--- src/rtl/out_channel_reader.sv ---
// Receiving end of the program out channel: circular capture buffer streamed to a
// host over valid/ready, with overflow tracking and end-of-program drain detection.
module out_channel_reader #(
   parameter int unsigned MemoryElementWidth = 12,
   parameter int unsigned NOut               = 100,
   parameter int unsigned PtrWidth           = $clog2(NOut),
   parameter int unsigned CountWidth         = $clog2(NOut + 1)
) (
   input  logic                          clock,
   input  logic                          reset,
   input  logic                          out_valid,
   input  logic [MemoryElementWidth-1:0] out_data,
   input  logic                          finished,
   output logic                          rd_valid,
   input  logic                          rd_ready,
   output logic [MemoryElementWidth-1:0] rd_data,
   output logic [CountWidth-1:0]         count,
   output logic                          overflow,
   output logic [MemoryElementWidth-1:0] dropped,
   output logic                          drained
);

   typedef enum logic [1:0] {
      ST_RUN   = 2'd0,
      ST_DRAIN = 2'd1,
      ST_DONE  = 2'd2
   } state_e;

   state_e                          state_q, state_d;
   logic [PtrWidth-1:0]             wr_pos_q, wr_pos_d;
   logic [PtrWidth-1:0]             rd_pos_q, rd_pos_d;
   logic [CountWidth-1:0]           count_q, count_d;
   logic                            overflow_q, overflow_d;
   logic [MemoryElementWidth-1:0]   dropped_q, dropped_d;
   logic [MemoryElementWidth-1:0]   rd_data_q, rd_data_d;
   logic                            rd_valid_q, rd_valid_d;
   logic                            drained_q, drained_d;
   logic [MemoryElementWidth-1:0]   mem_q [NOut];

   logic wr_en_c;
   logic rd_fire_c;
   logic full_c;
   logic overwrite_c;

   // Explicit modulo-NOut increment; NOut need not be a power of two.
   function automatic logic [PtrWidth-1:0] ptr_inc(input logic [PtrWidth-1:0] p);
      return (p == PtrWidth'(NOut - 1)) ? '0 : p + PtrWidth'(1);
   endfunction

   always_comb begin
      state_d     = state_q;
      wr_pos_d    = wr_pos_q;
      rd_pos_d    = rd_pos_q;
      count_d     = count_q;
      overflow_d  = overflow_q;
      dropped_d   = dropped_q;
      rd_data_d   = rd_data_q;
      rd_valid_d  = rd_valid_q;
      drained_d   = drained_q;

      wr_en_c     = out_valid && (state_q == ST_RUN);
      rd_fire_c   = rd_valid_q && rd_ready;
      full_c      = (count_q == CountWidth'(NOut));
      overwrite_c = wr_en_c && full_c && !rd_fire_c;

      if (wr_en_c) begin
         wr_pos_d = ptr_inc(wr_pos_q);
      end
      if (rd_fire_c || overwrite_c) begin
         rd_pos_d = ptr_inc(rd_pos_q);
      end

      if (wr_en_c && !rd_fire_c && !full_c) begin
         count_d = count_q + CountWidth'(1);
      end else if (rd_fire_c && !wr_en_c) begin
         count_d = count_q - CountWidth'(1);
      end

      if (overwrite_c) begin
         overflow_d = 1'b1;
         if (dropped_q != '1) begin
            dropped_d = dropped_q + MemoryElementWidth'(1);
         end
      end

      // Head word after this edge; a write landing on the new head bypasses the array.
      if (wr_en_c && (wr_pos_q == rd_pos_d)) begin
         rd_data_d = out_data;
      end else begin
         rd_data_d = mem_q[rd_pos_d];
      end
      rd_valid_d = (count_d != '0);

      unique case (state_q)
         ST_RUN:   if (finished) state_d = ST_DRAIN;
         ST_DRAIN: if (count_q == '0) state_d = ST_DONE;
         ST_DONE:  state_d = ST_DONE;
         default:  state_d = ST_RUN;
      endcase
      drained_d = (state_d == ST_DONE);
   end

   always_ff @(posedge clock) begin
      if (!reset) begin
         state_q    <= ST_RUN;
         wr_pos_q   <= '0;
         rd_pos_q   <= '0;
         count_q    <= '0;
         overflow_q <= 1'b0;
         dropped_q  <= '0;
         rd_data_q  <= '0;
         rd_valid_q <= 1'b0;
         drained_q  <= 1'b0;
      end else begin
         state_q    <= state_d;
         wr_pos_q   <= wr_pos_d;
         rd_pos_q   <= rd_pos_d;
         count_q    <= count_d;
         overflow_q <= overflow_d;
         dropped_q  <= dropped_d;
         rd_data_q  <= rd_data_d;
         rd_valid_q <= rd_valid_d;
         drained_q  <= drained_d;
      end
   end

   // Buffer storage needs no reset; occupancy is tracked by the pointers.
   always_ff @(posedge clock) begin
      if (reset && wr_en_c) begin
         mem_q[wr_pos_q] <= out_data;
      end
   end

   assign rd_valid = rd_valid_q;
   assign rd_data  = rd_data_q;
   assign count    = count_q;
   assign overflow = overflow_q;
   assign dropped  = dropped_q;
   assign drained  = drained_q;

endmodule

--- config.mk ---
export PLATFORM = sky130hd
export DESIGN_NAME = out_channel_reader
export DESIGN_NICKNAME = d
export VERILOG_FILES = /design/src/rtl/out_channel_reader.sv
export SDC_FILE = /design/constraint.sdc
export NUM_CORES = 2
export LEC_CHECK = 0
export BUFFER_PORTS_ARGS = -buffer_cell sky130_fd_sc_hd__buf_2
export CAP_MARGIN = 20
export CELL_PAD_IN_SITES_DETAIL_PLACEMENT = 1
export CELL_PAD_IN_SITES_GLOBAL_PLACEMENT = 2
export CORE_MARGIN = 2
export CORE_UTILIZATION = 30
export CTS_CLUSTER_SIZE = 30
export DETAILED_ROUTE_END_ITERATION = 8
export PLACE_DENSITY_LB_ADDON = 0.1
export SYNTH_ARGS = -nofsm -noshare
export SYNTH_HDL_FRONTEND = slang
export SYNTH_SLANG_ARGS = --single-unit
--- constraint.sdc ---
create_clock -name clock -period 6.92 [get_ports clock]
set_input_delay 1.384 -clock clock [delete_from_list [all_inputs] [get_ports clock]]
set_output_delay 1.384 -clock clock [all_outputs]
set_load 0.1 [all_outputs]
==> summary.md <==
| Metric | Value |
|---|---|
| Status | finished, final reports clean |
| GPL Wtd Cong | 0.857 |
| Crit path kind | reg2reg |
| Routed wire length | 191,000 µm |
| DIE AREA | 172,000 µm² |
| Synth Warn # | 0 |
| # DRC | 0 |
| Number of global-route vias before repair | 32,400 |
| CTS Buf Count | 148 |
| Startpoint types | register |
| Final hold slack | 465 ps |
| HP Class | reg2reg |
| Critical-path maximum fanout | 108 |
| Reg2reg path depth | 11 |
| Clk buf depth | 3 |
| Setup_tns | 0 ps |
| Die width | 415 µm |
| CTS H-tree lvls | 4 |
| Seq cells post-synth | 1,250 |
| Post-synth net total | 3,703 |
| Most frequent cells in the layout | edfxtp_1 (1,200), nand2_1 (759), nand3_1 (337) |
| # IOs | 51 |
| Peak supply drop | 0.271 mV |
| Cell Pwr Density | 325 nW/µm² |
| Clock latency on the worst-skew pair | 810 ps |
| FF-to-FF setup slack | 1780 ps |
| Cts repair resizes | 0 |
| Max-slew headroom | 25.1% |
| Final ANT Viol Nets | 0 |
| Minimum clock period | 5140 ps |
| Peak Freq | 194 MHz |
| Least-Margin Pin Slew | 1120 ps |
| Final WS setup | 1780 ps |
| P_leak | 20.7 nW |
| Crit-path slowest cell | o32ai_1 |
| Post-Syn Instances | 3,680 |
| Initial antenna violation count | 14 |
| Hold buffers post-CTS | 0 |
| Initial Util | 30.3% |
| Number of max-cap violations | 0 |
| Critical R2R Capture | rd_data[3] |
| Synth Flop Type | edfxtp_1 |
| Largest net degree at the start of global routing | 109 |
| Post-synth EDFFs | 1,200 |
| Commonest non-fill, non-tap cell in the layout | edfxtp_1 |
| Worst EP arrival | 5820 ps |
| CORE AREA | 167,000 µm² |
| Async set-reset flop share out of synthesis | 0% |
| Total GRT Usage | 21.9% |
| Pre-Repair DR Iteration Count | 5 |
| Crit-path cells | inv_1, ha_1, nor2b_1, a41oi_1, and2_4, buf_12, mux2i_1, o32ai_1, nor3_1, a2111oi_0, a21oi_1 |
| Pre-CTS WS | 993 ps |
| First-pass GRT wire length | 266,000 µm |
| Postcts setup bufs | 0 |
| Root Driver | clkbuf_16 |
| Ratio of cells with drive above 1 in the final layout | 12.8% |
| Endpoint class of the critical path | register |
| Final worst-path cycle share | 74.3% |
| Critical Path RT | 7600 ps |
| Hpwl dp | 119,000 µm |
| CTS Sinks | 1,250 |
| Biggest cell delay along the critical path | 980 ps |
| WHS Path Cells | 2 |
| Syn-to-layout area delta | 16.7% |
| Synth unique cells | 76 |
| Final hold viol count | 0 |
| Routed len/inst | 30.9 µm |
| Hold path endpoint | overflow |
| Finish-stage setup viols | 0 |
| Slew Viols, Final | 0 |
| Hold path start | overflow |
| Setup Skew | 29.8 ps |
| Vias | 32,500 |
| Iter 0 DRT Violations | 2,987 |
| Port buffer count | 50 |
| Remaining global-route overflow | 0 |
| Post-synthesis sequential area ratio | 73.1% |
| Netlist Area Pre-Place | 50,700 µm² |
| CTS tree | built |
| Vias per inst | 5.27 |
| Die Ht | 415 µm |
| # rows | 150 |
| Post-Syn Area per Cell | 13.8 µm² |
| Worst reg2reg path startpoint | count[0] |
| Reg clk slew, reported paths | 60 ps |
| RSZ-0062 raised after global routing | no |
| Layout Nets | 3,857 |
[power breakdown]
part	switching [mW]	internal [mW]	total [mW]
combinational	2.32	0.860	3.18
clock	3.23	4.33	7.56
sequential	0.0997	8.36	8.46
total	5.65	13.5	19.2
[worst max path at each step]
stage / from / to
after CTS: count[0] / rd_data[3]
after detailed placement: out_valid / rd_data[3]
after floorplan: count[0] / rd_data[10]
after global routing: count[0] / rd_data[8]
after global placement: out_valid / rd_data[10]
final: count[0] / rd_data[3]
[metal layers]
layer	part of all wire, %	track usage (%)
met2	44	33.1
met4	2.4	5.83
met5	0	0
met1	48	32.5
met3	5.3	3.28
[worst max-delay path: cells and delay by family (launching register included)]
kind,cells,cell delay [ps]
buf+inv,2,690
simple gates,3,900
mux,1,360
compound gates,4,2180
fa+ha+maj,1,250
flops,1,500
[logic make-up (layout without fill, tap and decap cells)]
logic type / count (synthesis) / count (layout) / share of synthesized area (%)
compound gates: 435 / 435 / 6.11
xor+xnor: 26 / 26 / 0.449
fa+ha+maj: 6 / 6 / 0.148
buf+inv: 255 / 534 / 2.26
flops: 1250 / 1250 / 73.1
mux: 256 / 256 / 5.16
other cells: 0 / 4 / 0
simple gates: 1452 / 1452 / 12.8
[per-stage QoR]
stage                     std cells  power (mW)  area, µm²  util, %
final                          6167        19.2      59100     35.3
after global routing           6163        19.9      59100     35.3
after CTS                      6162        19.4      59100     35.3
after detailed placement       5887        11.8      54500     32.5
after global placement         5885        11.8      54400     32.5
after floorplan                3680        10.5      50700        -
[cell type report]
class,instances,area [µm²]
Timing Repair Buffer,249,2030
Clock buffer,196,4070
Clock inverter,79,566
Sequential cell,1250,37000
Antenna cell,4,10.0
Multi-Input combinational cell,2175,12600
Inverter,10,37.5
Tap cell,2204,2760
Fill cell,17400,108000
[registers in the layout, indices dropped and copies added, names as in the netlist]
register and cells:
rd_valid 1, mem_q 1200, rd_pos_q 7, overflow 1
count 7, state_q 2, dropped 12, wr_pos_q 7
drained 1, rd_data 12
[cell usage after synthesis, types with 4 or more instances]
cell / number / area [µm²]
edfxtp_1: 1200 / 36000
nand2_1: 762 / 2860
nand3_1: 337 / 1690
mux2i_1: 249 / 2490
nor2_1: 168 / 631
buf_2: 113 / 566
clkbuf_1: 98 / 368
a21oi_1: 92 / 460
a211oi_1: 64 / 480
dfxtp_1: 50 / 1000
a311oi_1: 48 / 420
nor4b_1: 46 / 403
o21ai_0: 39 / 195
nand4_1: 30 / 188
and3_1: 28 / 175
a2111oi_0: 27 / 236
buf_1: 23 / 86.3
nor3_1: 22 / 110
a32oi_1: 20 / 175
o22ai_1: 20 / 125
a31oi_1: 19 / 119
nor4_1: 18 / 113
o2111ai_1: 15 / 131
xnor2_1: 14 / 123
o211ai_1: 13 / 97.6
xor2_1: 12 / 105
a221oi_1: 10 / 87.6
inv_1: 9 / 33.8
nor2b_1: 9 / 56.3
o21ai_1: 9 / 45.0
o221ai_1: 9 / 78.8
buf_4: 8 / 60.1
a22oi_1: 7 / 52.6
and2_1: 7 / 43.8
ha_1: 6 / 75.1
a21boi_0: 5 / 37.5
o31ai_1: 5 / 37.5
or3_1: 5 / 31.3
a41oi_1: 4 / 35.0
mux4_2: 4 / 90.1
(Power assumes the default switching activity.)
